$ cat config.mk
export PLATFORM = sky130hd
export DESIGN_NAME = shift_arb
export DESIGN_NICKNAME = d
export VERILOG_FILES = /design/src/rtl/shift_arb.sv
export SDC_FILE = /design/constraint.sdc
export NUM_CORES = 1
export LEC_CHECK = 0
export ABC_AREA = 1
export BUFFER_PORTS_ARGS = -buffer_cell sky130_fd_sc_hd__buf_2
export CORE_ASPECT_RATIO = 1.75
export CORE_MARGIN = 2
export CORE_UTILIZATION = 55
export CTS_CLUSTER_SIZE = 10
export DETAILED_ROUTE_END_ITERATION = 10
export PLACE_DENSITY = 0.87
export SLEW_MARGIN = 20
export SYNTH_ARGS = -nofsm -noshare
export SYNTH_HDL_FRONTEND = slang
export SYNTH_SLANG_ARGS = --single-unit
$ cat constraint.sdc
create_clock -name clk -period 4.1 [get_ports clk]
set_clock_uncertainty 0.15 [all_clocks]
set_input_delay 0.41 -clock clk [delete_from_list [all_inputs] [get_ports clk]]
set_output_delay 0.41 -clock clk [all_outputs]
set_load 0.02 [all_outputs]
$ cat src/rtl/shift_arb.sv
//==============================================================================
// Module   : shift_arb
// Purpose  : Two-port (A = CPU execute, B = SPU) arbiter in front of a single
//            16-bit barrel shifter, with a one-entry response buffer per port.
//            Requests and responses both use valid/ready handshakes.
// Config   : SHIFT_ARB_FIXED_PRI_EN - when defined, port A always wins
//            contention; otherwise contention is resolved round-robin.
// Revision : 1.0 - initial release
//==============================================================================
`default_nettype none

module shift_arb (
    input  logic        clk,
    input  logic        rst_n,
    // Port A
    input  logic        a_req_valid,
    output logic        a_req_ready,
    input  logic [15:0] a_in,
    input  logic [3:0]  a_cnt,
    input  logic [1:0]  a_op,
    output logic        a_rsp_valid,
    input  logic        a_rsp_ready,
    output logic [15:0] a_rsp_data,
    // Port B
    input  logic        b_req_valid,
    output logic        b_req_ready,
    input  logic [15:0] b_in,
    input  logic [3:0]  b_cnt,
    input  logic [1:0]  b_op,
    output logic        b_rsp_valid,
    input  logic        b_rsp_ready,
    output logic [15:0] b_rsp_data,
    // Observation
    output logic        last_grant
);

    localparam logic [1:0] c_OP_ROL = 2'b00;
    localparam logic [1:0] c_OP_SLL = 2'b01;
    localparam logic [1:0] c_OP_ROR = 2'b10;
    localparam logic [1:0] c_OP_SRL = 2'b11;

    // The shared barrel shifter: rotates are built from two opposing shifts,
    // where a shift by 16 (count 0 on the wrap side) contributes nothing.
    function automatic logic [15:0] shift16(input logic [15:0] v,
                                            input logic [3:0]  cnt,
                                            input logic [1:0]  op);
        logic [4:0]  inv;
        logic [15:0] res;
        inv = 5'd16 - {1'b0, cnt};
        res = v;
        case (op)
            c_OP_ROL: res = (v << cnt) | (v >> inv);
            c_OP_SLL: res = v << cnt;
            c_OP_ROR: res = (v >> cnt) | (v << inv);
            c_OP_SRL: res = v >> cnt;
            default:  res = v;
        endcase
        return res;
    endfunction

    logic        r_a_rsp_valid;
    logic [15:0] r_a_rsp_data;
    logic        r_b_rsp_valid;
    logic [15:0] r_b_rsp_data;
    logic        r_last_grant;

    logic        w_a_free;
    logic        w_b_free;
    logic        w_a_elig;
    logic        w_b_elig;
    logic        w_a_wins;
    logic        w_grant_a;
    logic        w_grant_b;
    logic [15:0] w_sh_in;
    logic [3:0]  w_sh_cnt;
    logic [1:0]  w_sh_op;
    logic [15:0] w_sh_out;

    // A full buffer still counts as free when it is being drained this cycle.
    assign w_a_free = !r_a_rsp_valid || a_rsp_ready;
    assign w_b_free = !r_b_rsp_valid || b_rsp_ready;
    assign w_a_elig = a_req_valid && w_a_free;
    assign w_b_elig = b_req_valid && w_b_free;

`ifdef SHIFT_ARB_FIXED_PRI_EN
    // Port A takes every contended cycle; last_grant is only observed.
    assign w_a_wins = 1'b1;
`else
    // Round-robin: A wins contention when B was granted most recently.
    assign w_a_wins = r_last_grant;
`endif

    // No grants while reset is held, so nothing handshakes into a clearing buffer.
    assign w_grant_a = rst_n && w_a_elig && (!w_b_elig || w_a_wins);
    assign w_grant_b = rst_n && w_b_elig && !w_grant_a;

    assign a_req_ready = w_grant_a;
    assign b_req_ready = w_grant_b;

    // Port A fields drive the shifter by default; output is unused without a grant.
    assign w_sh_in  = w_grant_b ? b_in  : a_in;
    assign w_sh_cnt = w_grant_b ? b_cnt : a_cnt;
    assign w_sh_op  = w_grant_b ? b_op  : a_op;
    assign w_sh_out = shift16(w_sh_in, w_sh_cnt, w_sh_op);

    // Port A response buffer: refill on grant, otherwise clear on consume.
    always_ff @(posedge clk or negedge rst_n) begin
        if (!rst_n) begin
            r_a_rsp_valid <= 1'b0;
            r_a_rsp_data  <= 16'h0000;
        end else if (w_grant_a) begin
            r_a_rsp_valid <= 1'b1;
            r_a_rsp_data  <= w_sh_out;
        end else if (a_rsp_ready) begin
            r_a_rsp_valid <= 1'b0;
        end
    end

    // Port B response buffer: refill on grant, otherwise clear on consume.
    always_ff @(posedge clk or negedge rst_n) begin
        if (!rst_n) begin
            r_b_rsp_valid <= 1'b0;
            r_b_rsp_data  <= 16'h0000;
        end else if (w_grant_b) begin
            r_b_rsp_valid <= 1'b1;
            r_b_rsp_data  <= w_sh_out;
        end else if (b_rsp_ready) begin
            r_b_rsp_valid <= 1'b0;
        end
    end

    // Remember the most recent grant; resets to B so A wins first contention.
    always_ff @(posedge clk or negedge rst_n) begin
        if (!rst_n) begin
            r_last_grant <= 1'b1;
        end else if (w_grant_a) begin
            r_last_grant <= 1'b0;
        end else if (w_grant_b) begin
            r_last_grant <= 1'b1;
        end
    end

    assign a_rsp_valid = r_a_rsp_valid;
    assign a_rsp_data  = r_a_rsp_data;
    assign b_rsp_valid = r_b_rsp_valid;
    assign b_rsp_data  = r_b_rsp_data;
    assign last_grant  = r_last_grant;

endmodule

`default_nettype wire

==> flow_summary.yaml, run 1 <==
status:
  status: "completed"
power_and_ir_drop:
  peakVddDrop_v: 0.000228
  power_density_nw_per_um2: 426
  p_leak_uw: 0.00314
clocking:
  cts-htree-levels: 2
  path_clk_slew_ns: 0.05
  worstSkewPairLatency_ns: 0.28
  root_buffer: "clkbuf_16"
  clock-sinks: 35
  clockBufferDepth: 2
  cts_tree: "built"
  cts_setup_buffers: 0
  numCtsBuffers: 5
worst_setup_path:
  startpoint: "rst_n"
  cp_slowest_stage_delay_ns: 0.52
  critPathCaptureType: "flip-flop"
  path_class: "in2reg"
  critPathRequiredTime_ns: 4.12
  setup.worst_path.end: "a_rsp_data[2]"
  arrival_ns: 3.93
  r2r_slack_ns: 0.69
  critPathMaxFanout: 32
  path_cells: "dlygate4sd3_1 > clkbuf_4 > nand2_1 > a21oi_2 > nand2_4 > nand2_4 > nand2_1 > nand2_4 > ha_1 > inv_1 > nand2_1 > nand2_2 > inv_2 > nand3_1 > nand3_1 > nand3_1 > nand2_1 > nand2_1 > nand2_1 > nand2_1"
  crit_top_cell: "nand2_1"
  crit_slowest_cell: "dlygate4sd3_1"
  regToRegEndpoint: "a_rsp_data[2]"
  start_kind: "input pin"
  r2r_cells: 18
  r2r-start: "last_grant"
global_routing:
  grt_start_max_net_pins: 33
  grt.total_usage: 0.434
  grt_pass1_wl_um: 30800
  grt_pass1_vias: 5922
  antenna_found_initial: 1
  grt_overflow: 0
detailed_routing:
  vias: 6286
  met2_length_um: 9680
  top_layer_used: "met4"
  viasPerCell: 5.96
  first_pass_iters: 9
  drtIter0Drc: 675
  drc_errors: 0
  dr_wl_met3_um: 1780
  wl_per_cell_um: 18.9
  routed_wl_um: 19900
  ant_nets: 0
  wl_met1_um: 6550
sta:
  max_freq_mhz: 255
  slew_headroom: 0.562
  fin_hold_ws_ns: 0.236
  period_minus_slack_ns: 3.92
  finalHoldViolations: 0
  min_period_over_period: 0.955
  final-setup-viol-count: 0
  maxSlewViolCount: 0
  grt_setup_unrepaired: "no"
  setup_tns_ns: 0
  tightest_slew_ns: 0.655
floorplan:
  io_pins: 87
  start_util: 0.564
  dieArea_um2: 9310
  core_um2: 8310
  num_rows: 44
  die_w_um: 73.8
  die_h_um: 126
placed_design:
  hpwl_um: 15400
  numPortBuffers: 86
  gp_congestion: 1.09
  placed_cells: 1044
synth:
  ys.warnings.count: 0
  netlist_area_um2: 4690
  ys_types: 35
  ys_ff_latch: 35
  syn-num-nets: 920
  synthCells: 869
  syn_avg_cell_area_um2: 5.40
  yosysSeqAreaShare: 0.187
final_layout:
  post_route_cells_drive_above_1_share: 0.175
  fin_nets: 988
  area_growth_pct: 13.6
  fin_util: 0.641
  final_cells: 1054
job:
  maxCapViolCount: 0
hold_path:
  holdCritPathClass: "in2reg"
  min_from: "a_rsp_ready"
-- synthesized netlist by cell type (all sizes together) --
cell	n	area share
a31oi	2	0.0027
dfstp	1	0.0056
and3	1	0.0013
and2	1	0.0013
ha	1	0.0027
clkinv	2	0.0016
inv	58	0.046
clkbuf	11	0.0088
dfrtp	34	0.18
nor2	48	0.046
nand2	399	0.33
nand4	2	0.0040
nor3	3	0.0032
buf	32	0.048
a21oi	13	0.015
o21ai	13	0.017
nand3	233	0.25
o211ai	2	0.0032
nand3b	13	0.022
-- what timing repair did --
| item | 4_1_cts | 5_1_grt |
|---|---|---|
| hold buffers | 1 | 0 |
| setup endpoints to repair | 0 | 30 |
| gates resized for setup | 0 | 5 |
| endpoints found under the hold margin | 8 | 0 |
-- final cells by class --
cell class	instances	area, um^2
tap	115	144
timing repair buffer	104	578
antenna	1	2.50
multi-input combinational	731	3330
clock buffer	6	139
inverter	60	225
sequential	35	877
clock inverter	2	35.0
fill	825	2980
-- state kept, by name (all words and copies together) (netlist names) --
signal       cells
b_rsp_data      16
last_grant       1
a_rsp_data      16
b_rsp_valid      1
a_rsp_valid      1
-- metrics by stage --
stage	total power (uW)	setup slack (ns)	cell area (um^2)
2_1_floorplan	1390	1.09	4690
3_3_place_gp	1780	0.495	5130
3_5_place_dp	1780	0.456	5130
4_1_cts	2220	0.194	5310
5_1_grt	2410	0.0254	5330
6_report	2270	0.184	5330
-- worst min-delay path by stage --
stage          cells past startpoint  slack [ns]            end
3_3_place_gp                       1        0.16  b_rsp_data[9]
4_1_cts                            4        0.23    a_rsp_valid
2_1_floorplan                      0       -0.04  a_rsp_data[0]
6_report                           4        0.24    a_rsp_valid
5_1_grt                            4        0.28    a_rsp_valid
3_5_place_dp                       1        0.16  b_rsp_data[9]
-- metal layers --
layer  up-vias  GRT usage
met3       116     0.0632
met1      2771      0.468
li1       2957          -
met4         0      0.343
met2       442      0.725
met5         -          0
-- cell usage in the layout (no fill, tap or decap), types with 2 or more instances in the layout --
master / Yosys / routed
buf_4: 6 / 15
nand3_1: 227 / 227
o21ai_1: 6 / 6
o21ai_0: 5 / 5
dfrtp_1: 34 / 34
nor2_2: 5 / 5
clkbuf_16: 0 / 5
nand3_2: 6 / 6
nor3_1: 3 / 3
nand2_1: 376 / 375
inv_2: 7 / 7
a21oi_2: 1 / 2
buf_2: 16 / 85
nand2_4: 3 / 3
nand2_2: 20 / 21
nand3b_1: 11 / 11
buf_6: 7 / 2
nand3b_2: 2 / 2
a21oi_1: 12 / 11
inv_1: 51 / 51
o211ai_1: 2 / 2
nor2_1: 40 / 40
clkinv_1: 2 / 2
nor2_4: 3 / 3
a31oi_1: 2 / 2
-- worst max-delay path: cells and delay by family --
kind | cells | cell delay [ns]
AND/OR/NAND/NOR | 14 | 1.89
buffers and inverters | 4 | 1.22
AO/OA/AOI/OAI | 1 | 0.16
adder cells (fa/ha/maj) | 1 | 0.23
-- where the power goes --
| part | total [uW] | internal, uW | switching, uW |
|---|---|---|---|
| Sequential | 517 | 454 | 62.5 |
| Clock | 436 | 302 | 134 |
| Combinational | 1320 | 386 | 930 |
| Total | 2270 | 1140 | 1130 |
-- cells by family (layout without fill, tap and decap cells) --
| kind of cell | count (synthesis) | count (layout) | synth area share |
|---|---|---|---|
| compound gates | 30 | 30 | 0.0376 |
| other cells | 0 | 1 | 0 |
| flops | 35 | 35 | 0.187 |
| buf+inv | 103 | 172 | 0.105 |
| fa+ha+maj | 1 | 1 | 0.00267 |
| simple gates | 700 | 700 | 0.668 |
Note: power is estimated with default switching activity, not from simulation.
==> inputs of run 2 (changes only) <==
--- a/config.mk
+++ b/config.mk
@@ -13,6 +13,7 @@
 export CTS_CLUSTER_SIZE = 10
 export DETAILED_ROUTE_END_ITERATION = 10
 export PLACE_DENSITY = 0.87
+export SETUP_SLACK_MARGIN = 0.3
 export SLEW_MARGIN = 20
 export SYNTH_ARGS = -nofsm -noshare
 export SYNTH_HDL_FRONTEND = slang
==> flow_summary.yaml, run 2 (synthesis gave the netlist of run 1 again) <==
job:
  maxCapViolCount: 0
floorplan:
  start_util: 0.564
  io_pins: 87
  core_um2: 8310
  dieArea_um2: 9310
  num_rows: 44
  die_w_um: 73.8
  die_h_um: 126
clocking:
  clock-sinks: 35
  cts_tree: "built"
  cts-htree-levels: 2
  cts_hold_buf: 1
  post_cts_resized: 0
  cts_setup_buffers: 0
  root_buffer: "clkbuf_16"
  worstSkewPairLatency_ns: 0.28
  numCtsBuffers: 5
  clockBufferDepth: 2
  path_clk_slew_ns: 0.05
final_layout:
  area_growth_pct: 13.2
  post_route_cells_drive_above_1_share: 0.173
  fin_util: 0.639
  fin_nets: 988
  final_cell_mix: "nand2_1, nand3_1, buf_2"
  final_common_cell: "nand2_1"
worst_setup_path:
  r2r-start: "b_rsp_valid"
  critPathRequiredTime_ns: 4.12
  start_kind: "flip-flop"
  critPathMaxFanout: 30
  critPathCaptureType: "flip-flop"
  arrival_ns: 3.47
  r2r_cells: 15
  r2r_slack_ns: 0.65
  path_class: "reg2reg"
  regToRegEndpoint: "a_rsp_data[8]"
detailed_routing:
  viasPerCell: 5.97
  first_pass_iters: 9
  routed_wl_um: 19900
  vias: 6293
  ant_nets: 0
  drtIter0Drc: 819
  drc_errors: 0
  wl_per_cell_um: 18.9
sta:
  period_minus_slack_ns: 3.45
  maxSlewViolCount: 0
  max_freq_mhz: 290
  min_period_over_period: 0.841
  final-setup-viol-count: 0
  grt_setup_unrepaired: "no"
  slew_headroom: 0.568
  tightest_slew_ns: 0.646
  setup_tns_ns: 0
  finalHoldViolations: 0
power_and_ir_drop:
  p_leak_uw: 0.00314
  power_density_nw_per_um2: 427
  peakVddDrop_v: 0.000230
global_routing:
  grt_pass1_wl_um: 30800
  use_met3: 0.0664
  met1_usage: 0.463
  grt_pass1_vias: 5928
  antenna_found_initial: 1
  grt_overflow: 0
  top_usage_layer: "met2"
  grt.total_usage: 0.435
  met2_usage: 0.723
  grt_start_max_net_pins: 33
status:
  status: "completed"
hold_path:
  holdCritPathClass: "in2async"
placed_design:
  numPortBuffers: 86
  gp_congestion: 1.09
  hpwl_um: 15400
-- run 2: layout make-up --
| type | instances | area, um^2 |
|---|---|---|
| Fill cell | 827 | 3000 |
| Multi-Input combinational cell | 731 | 3320 |
| Antenna cell | 1 | 2.50 |
| Sequential cell | 35 | 877 |
| Tap cell | 115 | 144 |
| Clock inverter | 2 | 35.0 |
| Inverter | 60 | 225 |
| Clock buffer | 6 | 139 |
| Timing Repair Buffer | 104 | 568 |
-- run 2: stage by stage --
stage | setup WS (ns) | power, uW | hold WS (ns) | instances | instance area, um^2
floorplan | 1.09 | 1390 | -0.0356 | 869 | 4690
global placement | 0.495 | 1780 | 0.155 | 1044 | 5130
detailed placement | 0.456 | 1780 | 0.157 | 1044 | 5130
CTS | 0.780 | 2220 | 0.0111 | 1053 | 5310
global route | 0.358 | 2410 | 0.00294 | 1054 | 5310
finish | 0.653 | 2270 | 0.00325 | 1054 | 5310
-- run 2: how the worst max path moves through the flow --
| stage | startpoint | end | cells after the start |
|---|---|---|---|
| after global placement | rst_n | b_rsp_data[5] | 19 |
| after global routing | last_grant | a_rsp_data[8] | 15 |
| after CTS | b_rsp_valid | a_rsp_data[8] | 15 |
| after detailed placement | rst_n | b_rsp_data[5] | 19 |
| final | b_rsp_valid | a_rsp_data[8] | 15 |
| after floorplan | last_grant | b_rsp_data[8] | 21 |
-- run 2: power by group --
part / leakage, uW / total [uW] / internal [uW] / switching, uW
Clock: 0.0000869 / 437 / 302 / 135
Combinational: 0.00261 / 1310 / 384 / 929
Sequential: 0.000439 / 517 / 454 / 63.1
-- run 2: per-layer routing --
metal	part of all wire	vias up
li1	-	2957
met1	0.33	2781
met2	0.48	441
met3	0.086	114
met4	0.097	0
met5	0	-
-- run 2: critical path, cell delays in order, from the launching register on --
cell	delay (ns)
dfrtp_1	0.38
nand2_2	0.11
nand2_2	0.07
nor2_4	0.14
buf_4	0.32
nand3_1	0.13
nand2_1	0.50
nand2_1	0.43
nand3_1	0.22
nand3_1	0.09
nand2_1	0.10
nor2_1	0.04
a21oi_1	0.35
nand2_1	0.14
nand2_1	0.08
nand2_1	0.06
